<file path="src/rtl/muldiv_sequencer_pkg.sv">
// Shared definitions for the iterative multiply/divide sequencer.
package muldiv_sequencer_pkg;

    localparam int DATA_W_DEFAULT = 32;
    localparam int ITER_COUNT     = DATA_W_DEFAULT;

    typedef enum logic [2:0] {
        IDLE    = 3'd0,
        MULT    = 3'd1,
        DIV     = 3'd2,
        DIV_FIX = 3'd3,
        DONE    = 3'd4
    } muldivState_t;

endpackage

</file>
<file path="src/rtl/muldiv_sequencer_div_step.sv">
// One restoring-division iteration on unsigned magnitudes: shift in the next
// dividend bit, trial-subtract the divisor, keep the difference if it fits.
module div_step
    import muldiv_sequencer_pkg::*;
#(
    parameter int DATA_W = DATA_W_DEFAULT
) (
    input  logic [DATA_W-1:0] remIn,
    input  logic [DATA_W-1:0] quoIn,
    input  logic [DATA_W-1:0] divisor,
    output logic [DATA_W-1:0] remOut,
    output logic [DATA_W-1:0] quoOut
);

    logic [DATA_W:0] shifted_s;
    logic [DATA_W:0] diff_s;

    assign shifted_s = {remIn, quoIn[DATA_W-1]};
    assign diff_s    = shifted_s - {1'b0, divisor};

    // Trial subtract and restore
    always_comb begin
        remOut = shifted_s[DATA_W-1:0];
        quoOut = {quoIn[DATA_W-2:0], 1'b0};
        if (shifted_s >= {1'b0, divisor}) begin
            remOut = diff_s[DATA_W-1:0];
            quoOut = {quoIn[DATA_W-2:0], 1'b1};
        end else begin
            remOut = shifted_s[DATA_W-1:0];
            quoOut = {quoIn[DATA_W-2:0], 1'b0};
        end
    end

endmodule

</file>
<file path="src/rtl/muldiv_sequencer.sv">
// Sequential signed multiplier (Booth radix-2) and divider (restoring on
// magnitudes plus a sign-fix cycle) sharing one control FSM.
module muldiv_sequencer
    import muldiv_sequencer_pkg::*;
#(
    parameter int DATA_W = DATA_W_DEFAULT
) (
    input  logic              clk,
    input  logic              reset,
    input  logic              start_mult,
    input  logic              start_div,
    input  logic [DATA_W-1:0] op_a,
    input  logic [DATA_W-1:0] op_b,
    output logic              busy,
    output logic              done,
    output logic              div0,
    output logic [DATA_W-1:0] hi,
    output logic [DATA_W-1:0] lo
);

    localparam int              CNT_W    = (DATA_W > 1) ? $clog2(DATA_W) : 1;
    localparam logic [CNT_W-1:0] LAST_CNT = CNT_W'(DATA_W - 1);

    muldivState_t      state_r;
    logic [CNT_W-1:0]  count_r;
    logic              busy_r, done_r, div0_r;
    logic [DATA_W-1:0] hi_r, lo_r;

    // Booth accumulator carries one extra bit so A - M cannot overflow for M = -2^(W-1)
    logic [DATA_W:0]   boothAcc_r, boothM_r;
    logic [DATA_W-1:0] boothQ_r;
    logic              boothQm1_r;
    logic [DATA_W:0]   boothSum_s, boothAccNext_s;
    logic [DATA_W-1:0] boothQNext_s;

    logic [DATA_W-1:0] divRem_r, divQuo_r, divDen_r;
    logic              negQuo_r, negRem_r;
    logic [DATA_W-1:0] divRemNext_s, divQuoNext_s;
    logic [DATA_W-1:0] absA_s, absB_s;

    assign absA_s = op_a[DATA_W-1] ? -op_a : op_a;
    assign absB_s = op_b[DATA_W-1] ? -op_b : op_b;

    // Booth recode of the current multiplier bit pair
    always_comb begin
        boothSum_s = boothAcc_r;
        case ({boothQ_r[0], boothQm1_r})
            2'b01:   boothSum_s = boothAcc_r + boothM_r;
            2'b10:   boothSum_s = boothAcc_r - boothM_r;
            default: boothSum_s = boothAcc_r;
        endcase
    end

    assign boothAccNext_s = {boothSum_s[DATA_W], boothSum_s[DATA_W:1]};
    assign boothQNext_s   = {boothSum_s[0], boothQ_r[DATA_W-1:1]};

    div_step #(.DATA_W(DATA_W)) u_divStep (
        .remIn   (divRem_r),
        .quoIn   (divQuo_r),
        .divisor (divDen_r),
        .remOut  (divRemNext_s),
        .quoOut  (divQuoNext_s)
    );

    // Control FSM, datapath registers and registered outputs
    always_ff @(posedge clk or posedge reset) begin
        if (reset) begin
            state_r    <= IDLE;
            count_r    <= {CNT_W{1'b0}};
            busy_r     <= 1'b0;
            done_r     <= 1'b0;
            div0_r     <= 1'b0;
            hi_r       <= {DATA_W{1'b0}};
            lo_r       <= {DATA_W{1'b0}};
            boothAcc_r <= {(DATA_W+1){1'b0}};
            boothM_r   <= {(DATA_W+1){1'b0}};
            boothQ_r   <= {DATA_W{1'b0}};
            boothQm1_r <= 1'b0;
            divRem_r   <= {DATA_W{1'b0}};
            divQuo_r   <= {DATA_W{1'b0}};
            divDen_r   <= {DATA_W{1'b0}};
            negQuo_r   <= 1'b0;
            negRem_r   <= 1'b0;
        end else begin
            done_r <= 1'b0;
            div0_r <= 1'b0;
            case (state_r)
                IDLE: begin
                    count_r <= {CNT_W{1'b0}};
                    if (start_mult) begin
                        boothAcc_r <= {(DATA_W+1){1'b0}};
                        boothM_r   <= {op_a[DATA_W-1], op_a};
                        boothQ_r   <= op_b;
                        boothQm1_r <= 1'b0;
                        busy_r     <= 1'b1;
                        state_r    <= MULT;
                    end else if (start_div) begin
                        if (op_b == {DATA_W{1'b0}}) begin
                            div0_r <= 1'b1;
                        end else begin
                            divRem_r <= {DATA_W{1'b0}};
                            divQuo_r <= absA_s;
                            divDen_r <= absB_s;
                            negQuo_r <= op_a[DATA_W-1] ^ op_b[DATA_W-1];
                            negRem_r <= op_a[DATA_W-1];
                            busy_r   <= 1'b1;
                            state_r  <= DIV;
                        end
                    end else begin
                        busy_r <= 1'b0;
                    end
                end
                MULT: begin
                    boothAcc_r <= boothAccNext_s;
                    boothQ_r   <= boothQNext_s;
                    boothQm1_r <= boothQ_r[0];
                    count_r    <= count_r + CNT_W'(1);
                    if (count_r == LAST_CNT) begin
                        hi_r    <= boothAccNext_s[DATA_W-1:0];
                        lo_r    <= boothQNext_s;
                        busy_r  <= 1'b0;
                        done_r  <= 1'b1;
                        state_r <= DONE;
                    end else begin
                        state_r <= MULT;
                    end
                end
                DIV: begin
                    divRem_r <= divRemNext_s;
                    divQuo_r <= divQuoNext_s;
                    count_r  <= count_r + CNT_W'(1);
                    if (count_r == LAST_CNT) begin
                        state_r <= DIV_FIX;
                    end else begin
                        state_r <= DIV;
                    end
                end
                DIV_FIX: begin
                    hi_r    <= negRem_r ? -divRem_r : divRem_r;
                    lo_r    <= negQuo_r ? -divQuo_r : divQuo_r;
                    busy_r  <= 1'b0;
                    done_r  <= 1'b1;
                    state_r <= DONE;
                end
                DONE: begin
                    busy_r  <= 1'b0;
                    state_r <= IDLE;
                end
                default: begin
                    busy_r  <= 1'b0;
                    state_r <= IDLE;
                end
            endcase
        end
    end

    assign busy = busy_r;
    assign done = done_r;
    assign div0 = div0_r;
    assign hi   = hi_r;
    assign lo   = lo_r;

endmodule
</file>
<file path="config.mk">
export PLATFORM = sky130hd
export DESIGN_NAME = muldiv_sequencer
export DESIGN_NICKNAME = d
export VERILOG_FILES = /design/src/rtl/muldiv_sequencer_pkg.sv /design/src/rtl/muldiv_sequencer_div_step.sv /design/src/rtl/muldiv_sequencer.sv
export SDC_FILE = /design/constraint.sdc
export NUM_CORES = 1
export LEC_CHECK = 0
export CELL_PAD_IN_SITES_DETAIL_PLACEMENT = 1
export CELL_PAD_IN_SITES_GLOBAL_PLACEMENT = 1
export CORE_MARGIN = 1.5
export CORE_UTILIZATION = 49
export DETAILED_ROUTE_END_ITERATION = 6
export PLACE_DENSITY = 0.83
export SYNTH_ARGS = -nofsm -noshare
export SYNTH_HDL_FRONTEND = slang
export SYNTH_SLANG_ARGS = --single-unit
</file>
<file path="constraint.sdc">
create_clock -name clk -period 25.2 [get_ports clk]
set_input_delay 5.04 -clock clk [delete_from_list [all_inputs] [get_ports clk]]
set_output_delay 5.04 -clock clk [all_outputs]
set_load 0.02 [all_outputs]
</file>
; ---- Word level (Yosys, flattened, before mapping)
; Index checks and enable logic that the tools add are counted.
[totals]
output_inout_bits = 67
wordCells = 100
reg_bits = 271
inputBits = 68
[op_classes]
n_bitwise = 4
n_mux = 43
n_reduce_logical = 14
addsub = 8
magnitude_cmp = 1
n_eq_ne = 14
[ops]
columns = operator, n
row1 = 32-bit 2-to-1 mux, 14
row2 = 32-bit case mux with 2 select lines, 5
row3 = 33-bit case mux with 2 select lines, 2
row4 = 32-bit negation, 4
row5 = 33-bit adder, 1
row6 = 33-bit by 32-bit >= comparator with 1-bit output, 1
row7 = 33-bit 2-to-1 mux, 1
row8 = 33-bit subtractor, 1
row9 = 32-bit zero test, 1
row10 = 32-bit subtractor, 1
row11 = 1-bit 2-to-1 mux, 12
row12 = 3-bit 2-to-1 mux, 4
row13 = 3-bit case mux with 4 select lines, 1
row14 = "2-bit != test, second input constant", 5
row15 = 5-bit case mux with 2 select lines, 1
row16 = 2-bit AND reduction, 4
row17 = 4-bit AND reduction, 2
row18 = 2-bit nonzero test, 4
row19 = "3-bit by 2-bit == test with 1-bit output, second input constant", 2
row20 = "3-bit != test, second input constant", 2
row21 = "5-bit by 1-bit adder with 5-bit output, second input constant", 1
row22 = "5-bit == test, second input constant", 1
row23 = "4-bit != test, second input constant", 1
row24 = 1-bit case mux with 2 select lines, 2
row25 = other kinds (9), 11

; ---- Logic depth before layout (Yosys ltp)
; Gate-level depths: netlist of the first run.
[depth]
word_depth = 6
depth_mapped = 19
depth_no_buf = 19

; ---- By module
; From an unflattened synthesis of the first run, not the netlist that was laid out.
[unflattened]
hier_cells = 2195
hier_area_um2 = 18869.3
[by_module_without_submodules]
columns = mod, cells_per_inst, n_inst, area_each_um2, seq_area_each_um2
row1 = muldiv_sequencer, 1841, 1, 16305.6, 6756.5
row2 = div_step, 354, 1, 2563.7, 0.0

; ---- Worst setup path after synthesis of the first run
; Ideal clock, no wire load.
[synth_timing]
path_type = input -> register
start = input op_b[10]
end = register divDen_r[27]
required_ns = 25.067
setup_time_ns = 0.133
t_arrival_ns = 7.127
path_stages = 8
slack_ns = 17.940
path_buffers = 0
cell_sequence = or4_1 > or4_1 > or3_1 > inv_1 > nand2_1 > o31ai_1 > xor2_1 > o21ai_0
[synth_between]
elab_chain_len = 3
word_cells_on_any_way = 5
classes_between = 1 x add/sub / 1 x mux / 1 x bitwise / 2 x reduce/logical
[synth_rtl]
columns = element, line
row1 = start: declaration, muldiv_sequencer.sv:13  ; input logic [DATA_W-1:0] op_b,
row2 = "parallel branches: the longest is 3 deep, another holds 32-bit negation", n/a
row3 = end signal: assignment, muldiv_sequencer.sv:81  ; divDen_r <= {DATA_W{1'b0}};
row4 = end signal: assignment, muldiv_sequencer.sv:103  ; divDen_r <= absB_s;
row5 = end: declaration, muldiv_sequencer.sv:36  ; logic [DATA_W-1:0] divRem_r, divQuo_r, divDen_r;
; Parallel ways; which one is timed is not known.
; A chain may end at the register's enable or synchronous reset.

; ---- Final worst setup path of the first run
[layout_timing]
start = input op_b[5]
end = register divQuo_r[20]
[layout_between]
elab_chain_len = 3
[layout_rtl]
columns = element, line
row1 = 32-bit zero test, muldiv_sequencer.sv:98  ; if (op_b == {DATA_W{1'b0}}) begin
row2 = 2-bit != test (no line), n/a
row3 = 4-bit AND reduction (no line), n/a
row4 = end signal: assignment, muldiv_sequencer.sv:80  ; divQuo_r <= {DATA_W{1'b0}};
row5 = end signal: assignment, muldiv_sequencer.sv:102  ; divQuo_r <= absA_s;
row6 = end signal: assignment, muldiv_sequencer.sv:130  ; divQuo_r <= divQuoNext_s;
row7 = end: declaration, muldiv_sequencer.sv:36
; Every way passes these cells.

==> results by group, run 1 <==
Clocking
  • CTS tree: done
  • Root buffer cell: clkbuf_16
  • Post-CTS Resized: 0
  • Reg clk slew, reported paths: 0.06 ns
  • Clock tree buffer depth: 3
  • Clk Latency, worst-skew pair: 0.55 ns
  • TritonCTS Buffers: 34
  • Clock sink count: 270
  • CTS HTree Levels: 2
  • Post-CTS setup buffer count: 0
  • Hold bufs inserted after CTS: 0

Min path
  • Hold path endpoint: lo[7]
  • Hold Startpoint: lo[7]
  • Hold crit path type: flip-flop to flip-flop
  • Hold Path Depth: 2

Timing
  • Rel. slew slack: 0.2542
  • Hold Vio Cnt, Final: 0
  • Worst Skew: 0.02635 ns
  • Worst-Margin Slew: 1.117 ns
  • Setup TNS: 0 ns
  • Final slew viol count: 0
  • RSZ-0062 raised after global routing: false
  • Final cycle utilization of the critical path: 0.3377
  • Fmax: 0.1175 GHz
  • Final setup vio count: 0
  • Final min period: 8.509 ns

Yosys
  • Syn_area_per_cell: 8.486 um2
  • Number of synthesized flops with an enable pin: 0
  • Synth Register Bits: 270
  • Post-Synthesis Cells: 2148
  • Seq/Total Area, Yosys: 0.3707
  • Ys Warns: 0
  • Ys async rst share: 1.000
  • Synth cell types: 75
  • Mapped cell area: 18230 um2
  • Synth Net Count: 2290
  • Top_reg_cell synth: dfrtp_1

Die
  • Die H: 195.9 um
  • Chip width: 195.9 um
  • CORE AREA: 36610 um2
  • Die area: 38370 um2
  • Io pins: 135
  • Starting density of the core: 0.4979
  • Site Rows: 70

Global route
  • Largest net degree at the start of global routing: 159
  • Antenna violations before repair: 0
  • First-pass GRT wire length: 102.9 mm
  • Grt ovf: 0
  • Vias in the first global route: 17520
  • Global-route total usage across every layer: 0.3444

Setup path
  • Startpoint types: input port
  • CP Cell Sequence: clkdlybuf4s50_1 > nor4_1 > nand2b_1 > nor4_1 > nand4_1 > a21oi_1 > or3_1 > buf_4 > clkinv_1 > o22ai_1 > a21oi_1
  • Reg-to-Reg End: hi[30]
  • Setup slack, reg-to-reg: 19.65 ns
  • Worst path slowest cell: clkinv_1
  • CP Data Arrival Time: 8.90 ns
  • Critical Path Sink Type: flip-flop
  • Crit Path Max Fanout: 48
  • Worst path max stage delay: 0.64 ns
  • WP data required: 25.59 ns
  • R2R Path Start: boothM_r[3]
  • Crit Path Class: input port to flip-flop
  • R2R cell count: 14

Layout
  • Final core occ: 0.5751
  • N_diodes: 0
  • # nets final: 2353
  • Area Overhead vs Synth: 15.50%
  • Fillcell total: 4295
  • Layout cells sized above 1: 0.06314

Detailed routing
  • Detailed Route WL: 65.44 mm
  • Via/cell ratio: 6.302
  • Wire length on met3: 3.335 mm
  • DR top layer: met4
  • DRC Markers: 0
  • Routed wl met2: 31.43 mm
  • WL met1: 27.84 mm
  • DRT Pass-1 Iters: 6
  • DR vias: 17020
  • Starting DRT DRC Count: 1146
  • Routed len/inst: 24.23 um
  • Final ANT Viol Nets: 0

Pwr
  • Leakage: 9.114 nW
  • Total power: 3.505 mW
  • Power density over the cells: 166.5 nW/um2
  • Worst IR Drop VDD: 0.06789 mV

Run status
  • Status: finished, final reports clean

Placed design
  • HPWL Detailed: 48.65 mm
  • Port bufs: 134
  • GP Congestion: 0.8958

Run
  • Max-Cap Viols: 0
[cell type report]
type,count,area (um2),share of cell area
multi-input cells,1686,10780,0.5121
clock buffers,47,991.0,0.04707
well taps,468,585.6,0.02781
clock inverters,11,190.2,0.009034
flip-flops and latches,270,6756,0.3209
inverters,67,259.0,0.01230
repair buffers,152,1489,0.07072
[cells in the mapped netlist, types with 3 or more instances]
cell type  count  area (um2)
o2111ai_1      3       26.28
o41ai_1       19       166.4
nor2b_1       13       81.33
nand2_1      288        1081
o21a_1         6       45.04
o211ai_1      17       127.6
buf_1         14       52.55
or4_1         19       142.6
a221o_1        6       60.06
o21ai_0      261        1306
dfrtp_1      270        6756
inv_1         66       247.7
a31oi_1       51       319.1
a21o_1        47       352.8
or3_1         26       162.7
and2_1         5       31.28
a22oi_1       14       105.1
a2111oi_0      4       35.03
nor2_1       132       495.5
a222oi_1       3       30.03
clkbuf_1     110       412.9
o21bai_1       8       60.06
nand3_1       59       295.3
a32oi_1       13       113.9
mux2i_1       59       590.6
and3_1        12       75.07
o31ai_1       35       262.8
nor4_1        17       106.4
a211o_1        5       43.79
nand4_1       10       62.56
nand2b_1      22       137.6
or4_4          3       33.78
ha_1          72       900.9
xor2_1        72       630.6
a21oi_1      105       525.5
o22ai_1       29       181.4
xnor2_1      129        1130
nor3_1        33       165.2
mux2_2        32       360.4
or2_2         12       75.07
a211oi_1       5       37.54
[per-layer routing]
metal,GRT usage,up-vias
li1,-,7830
met1,0.4500,8605
met2,0.5726,466
met3,0.04745,120
met4,0.1490,0
met5,0,-
[where the power goes]
part	total, mW	leakage (nW)	switching, mW	internal, mW
Clock	0.524	0.579	0.198	0.326
Sequential	0.888	3.33	0.257	0.631
Combinational	2.09	5.20	1.27	0.823
[worst max-delay path, delay by kind of cell]
kind            cells  cell delay, ns
buf+inv             3            1.60
simple gates        5            1.60
compound gates      3            0.63
[cells in the final DEF, fill, tap and decap left out, types with 5 or more instances in the layout]
cell             Yosys  layout
bufinv_16            0       5
or3_1               26      26
nor3_1              33      33
nor4_1              17      17
o22ai_1             29      29
nand2b_1            22      22
a221o_1              6       6
o21bai_1             8       8
mux2_2              32      32
nand2_1            288     287
buf_4                0      17
nor2b_1             13      12
o21a_1               6       6
dfrtp_1            270     270
o21ai_0            261     261
o211ai_1            17      17
a211o_1              5       5
o31ai_1             35      35
inv_1               66      65
o41ai_1             19      19
a31oi_1             51      51
nand4_1             10      10
or4_1               19      19
a21oi_1            105     105
a211oi_1             5       5
clkdlybuf4s50_1      0     134
clkbuf_16            0      35
nand3_1             59      58
nor2_1             132     130
clkbuf_8             0       7
xor2_1              72      72
mux2i_1             59      59
xnor2_1            129     129
ha_1                72      72
a21o_1              47      47
and3_1              12      12
a22oi_1             14      14
a32oi_1             13      13
clkbuf_1           110       5
or2_2               12      13
[registers in the layout, indices dropped and copies added (netlist names), 3 cells and up]
name and flops:
boothAcc_r 32, boothM_r 32, boothQ_r 32, count_r 5, divDen_r 32, divQuo_r 32
divRem_r 32, hi 32, lo 32, state_r 3
[stage by stage]
stage          area, um2  hold WS [ns]  cells  worst slack (ns)
3_3_place_gp       19870        0.4527   2643             16.51
3_5_place_dp       19870        0.4617   2643             16.28
4_1_cts            21050        0.4745   2701             16.77
5_1_grt            21050        0.5078   2701             16.38
2_1_floorplan      18230        0.4485   2148             12.72
6_report           21050        0.4697   2701             16.69
[worst max path at each step]
stage                     cells after the start    start  slack, ns            end
after floorplan                               1    reset      12.72  boothAcc_r[0]
after global placement                       11  op_b[4]      16.51   divQuo_r[26]
after detailed placement                     10  op_b[5]      16.28    divRem_r[0]
after CTS                                    11  op_b[5]      16.77   divQuo_r[20]
after global routing                         11  op_b[5]      16.38   divQuo_r[20]
final                                        11  op_b[5]      16.69   divQuo_r[20]
[cell families (layout without fill, tap and decap cells)]
kind of cell               count (synthesis)  after routing  synth area share
and+or+nand+nor                          664            664            0.1676
AOI/OAI and AO/OA                        655            655            0.2212
DFF                                      270            270            0.3707
xor gates and xnor gates                 201            201           0.09658
buffers and inverters                    192            277           0.03961
muxes                                     91             91           0.05217
adders and majority gates                 75             75           0.05217
Power figures use the tool's default switching activity.
==> inputs of run 2 (changes only) <==
Settings changed: CORE_UTILIZATION 49 to 46, PLACE_DENSITY 0.83 to 0.79.
Clock period 25.2 ns to 8.7 ns, I/O delays scaled along.
==> results by group, run 2 (synthesis results as in run 1) <==
Clocking
  • CTS tree: done
  • Clk Latency, worst-skew pair: 0.55 ns (about the same)
  • Root buffer cell: clkbuf_16
  • Hold bufs inserted after CTS: 0 (unchanged)
  • TritonCTS Buffers: 35 (+2.9%)
  • Reg clk slew, reported paths: 0.06 ns (about the same)
  • Clock tree buffer depth: 3 (unchanged)
  • Clock sink count: 270 (unchanged)
  • Post-CTS setup buffer count: 0 (unchanged)
  • Post-CTS Resized: 0 (unchanged)
  • CTS HTree Levels: 2 (unchanged)

Pwr
  • Reg power frac: 0.253 (about the same)
  • Sw power: 5.006 mW (+190%)
  • Part of the power in the clock network: 0.149 (about the same)
  • Leakage: 9.124 nW (+0.11%)
  • Comb power frac: 0.598 (about the same)
  • Power density over the cells: 480.0 nW/um2 (+190%)
  • Switching Share: 0.4936 (+0.001156)
  • Total power: 10.14 mW (+190%)
  • Worst IR Drop VDD: 0.1873 mV (+180%)
  • Pint: 5.136 mW (+190%)

Global route
  • Vias in the first global route: 17440 (-0.47%)
  • Grt ovf: 0 (unchanged)
  • Global-route total usage across every layer: 0.3226 (-0.02180)
  • Largest net degree at the start of global routing: 151 (-5.0%)
  • Antenna violations before repair: 1 (+1)
  • First-pass GRT wire length: 102.7 mm (-0.15%)

Timing
  • RSZ-0062 raised after global routing: false
  • Worst-Margin Slew: 1.181 ns (+0.06334 ns)
  • Final setup vio count: 0 (unchanged)
  • Setup TNS: 0 ns (unchanged)
  • Rel. slew slack: 0.2120 (-0.04227)
  • Fmax: 0.1794 GHz
  • Worst Skew: 0.02623 ns (-0.0001221 ns)
  • Final slew viol count: 0 (unchanged)
  • Final min period: 5.575 ns
  • Final cycle utilization of the critical path: 0.6408
  • Worst setup margin: 3.125 ns (-13.57 ns)
  • Hold Vio Cnt, Final: 0 (unchanged)

Placed design
  • Port bufs: 134 (unchanged)
  • HPWL Detailed: 49.45 mm (+1.6%)
  • GP Congestion: 0.9277 (+3.6%)
  • Pre-CTS setup slack: 3.038 ns (-13.24 ns)
  • Total placed instance area: 19950 um2 (+0.37%)

Detailed routing
  • Routed wl met2: 30.79 mm (-2.0%)
  • Final ANT Viol Nets: 0 (unchanged)
  • Detailed Route WL: 65.88 mm (+0.68%)
  • Wire length on met3: 2.501 mm (-25%)
  • DRT Pass-1 Iters: 5 (-1)
  • DRC Markers: 0 (unchanged)
  • Starting DRT DRC Count: 1208 (+5.4%)
  • DR top layer: met5
  • Routed len/inst: 23.91 um (-1.3%)
  • Via/cell ratio: 6.147 (-2.5%)
  • WL met1: 29.62 mm (+6.4%)
  • DR vias: 16940 (-0.51%)

Setup path
  • Crit path max-delay family: compound AO/OA/AOI/OAI gates
  • Setup slack, reg-to-reg: 3.12 ns (-16.53 ns)
  • Startpoint types: flip-flop
  • CP Data Arrival Time: 5.99 ns (-2.91 ns)
  • WP data required: 9.11 ns (-16.48 ns)
  • Crit Path Class: flip-flop to flip-flop
  • Reg-to-Reg End: hi[26]
  • R2R Path Start: boothM_r[3]
  • Crit Path Max Fanout: 6 (-88%)
  • Worst path max stage delay: 0.90 ns (+0.26 ns)
  • Critical Path Sink Type: flip-flop
  • R2R cell count: 16 (+2)
  • Crit. path cell count: 16 (+5)
  • Worst path slowest cell: nor4b_1
  • WP buf/inv: 0 (-3)
  • CP Cell Sequence: nor3_1 > nand2_1 > nor4b_1 > a21oi_1 > xnor2_1 > ha_1 > a21oi_1 > o21ai_0 > a31oi_1 > o41ai_1 > a32o_1 > o221a_2 > o41ai_1 > mux2i_1 > nor3_1 > a221o_1

Layout
  • # nets final: 2356 (+0.13%)
  • Multi-input gate area: 10780 um2 (unchanged)
  • Most common cell after layout, fill and taps aside: nand2_1
  • Storage element area: 6756 um2 (unchanged)
  • Fillcell total: 4572 (+6.4%)
  • Fin area: 21130 um2 (+0.35%)
  • Commonest non-fill, non-tap cells in the layout: 287 x nand2_1, 270 x dfrtp_1, 261 x o21ai_0
  • Layout cells sized above 1: 0.06437 (+0.001228)
  • Area Overhead vs Synth: 15.90%
  • N_diodes: 0 (unchanged)

Die
  • Die area: 40830 um2 (+6.4%)
  • Starting density of the core: 0.4684 (-0.02952)
  • Site Rows: 72 (+2.9%)
  • Io pins: 135 (unchanged)
  • Die H: 202.1 um (+3.2%)
  • Chip width: 202.1 um (+3.2%)
  • CORE AREA: 38920 um2 (+6.3%)

Min path
  • Hold Path Depth: 2 (unchanged)
  • Hold path endpoint: lo[7]
  • Hold crit path type: flip-flop to flip-flop
  • Hold Startpoint: lo[7]

Run status
  • Status: finished, final reports clean

Run
  • Max-Cap Viols: 0 (unchanged)
run 2: final cells by class:
type,count,area share
Sequential cell,270,0.3198
Clock inverter,12,0.008291
Clock buffer,48,0.04762
Tap cell,518,0.03068
Multi-Input combinational cell,1686,0.5103
Inverter,67,0.01208
Timing Repair Buffer,154,0.07119
run 2: per-layer routing:
metal | vias to the layer above | global-route usage
met5 | - | 0
met4 | 2 | 0.1479
met3 | 123 | 0.03322
met2 | 379 | 0.5241
met1 | 8574 | 0.4344
li1 | 7857 | -
run 2: power by group through the flow:
| stage | Sequential [mW] | Clock (mW) | Combinational, mW |
|---|---|---|---|
| 6_report | 2.57 | 1.51 | 6.06 |
| 5_1_grt | 2.63 | 1.58 | 6.64 |
| 4_1_cts | 2.55 | 1.54 | 6.03 |
| 3_5_place_dp | 2.56 | 0 | 5.97 |
| 3_3_place_gp | 2.53 | 0 | 5.80 |
| 2_1_floorplan | 2.40 | 0 | 4.13 |
run 2: how the worst max path moves through the flow:
stage / slack, ns / end / startpoint
finish: 3.12 / hi[26] / boothM_r[3]
global route: 2.98 / hi[26] / boothM_r[3]
CTS: 3.37 / hi[26] / boothM_r[3]
detailed placement: 3.04 / divQuo_r[26] / op_b[5]
global placement: 3.19 / divQuo_r[19] / op_b[4]
floorplan: 3.39 / boothAcc_r[0] / reset
run 2: metrics by stage:
step           hold slack (ns)    util  std cells
4_1_cts                 0.4693  0.5429       2755
3_3_place_gp            0.4553  0.5125       2695
3_5_place_dp            0.4563  0.5125       2695
5_1_grt                 0.5108  0.5429       2755
6_report                0.4663  0.5429       2755
2_1_floorplan           0.4485       -       2148
run 2: tightest hold or removal path, cell delays in order, from the launching register on:
cell and delay (ns):
dfrtp_1 0.34, nand2_1 0.05, nand2_1 0.05
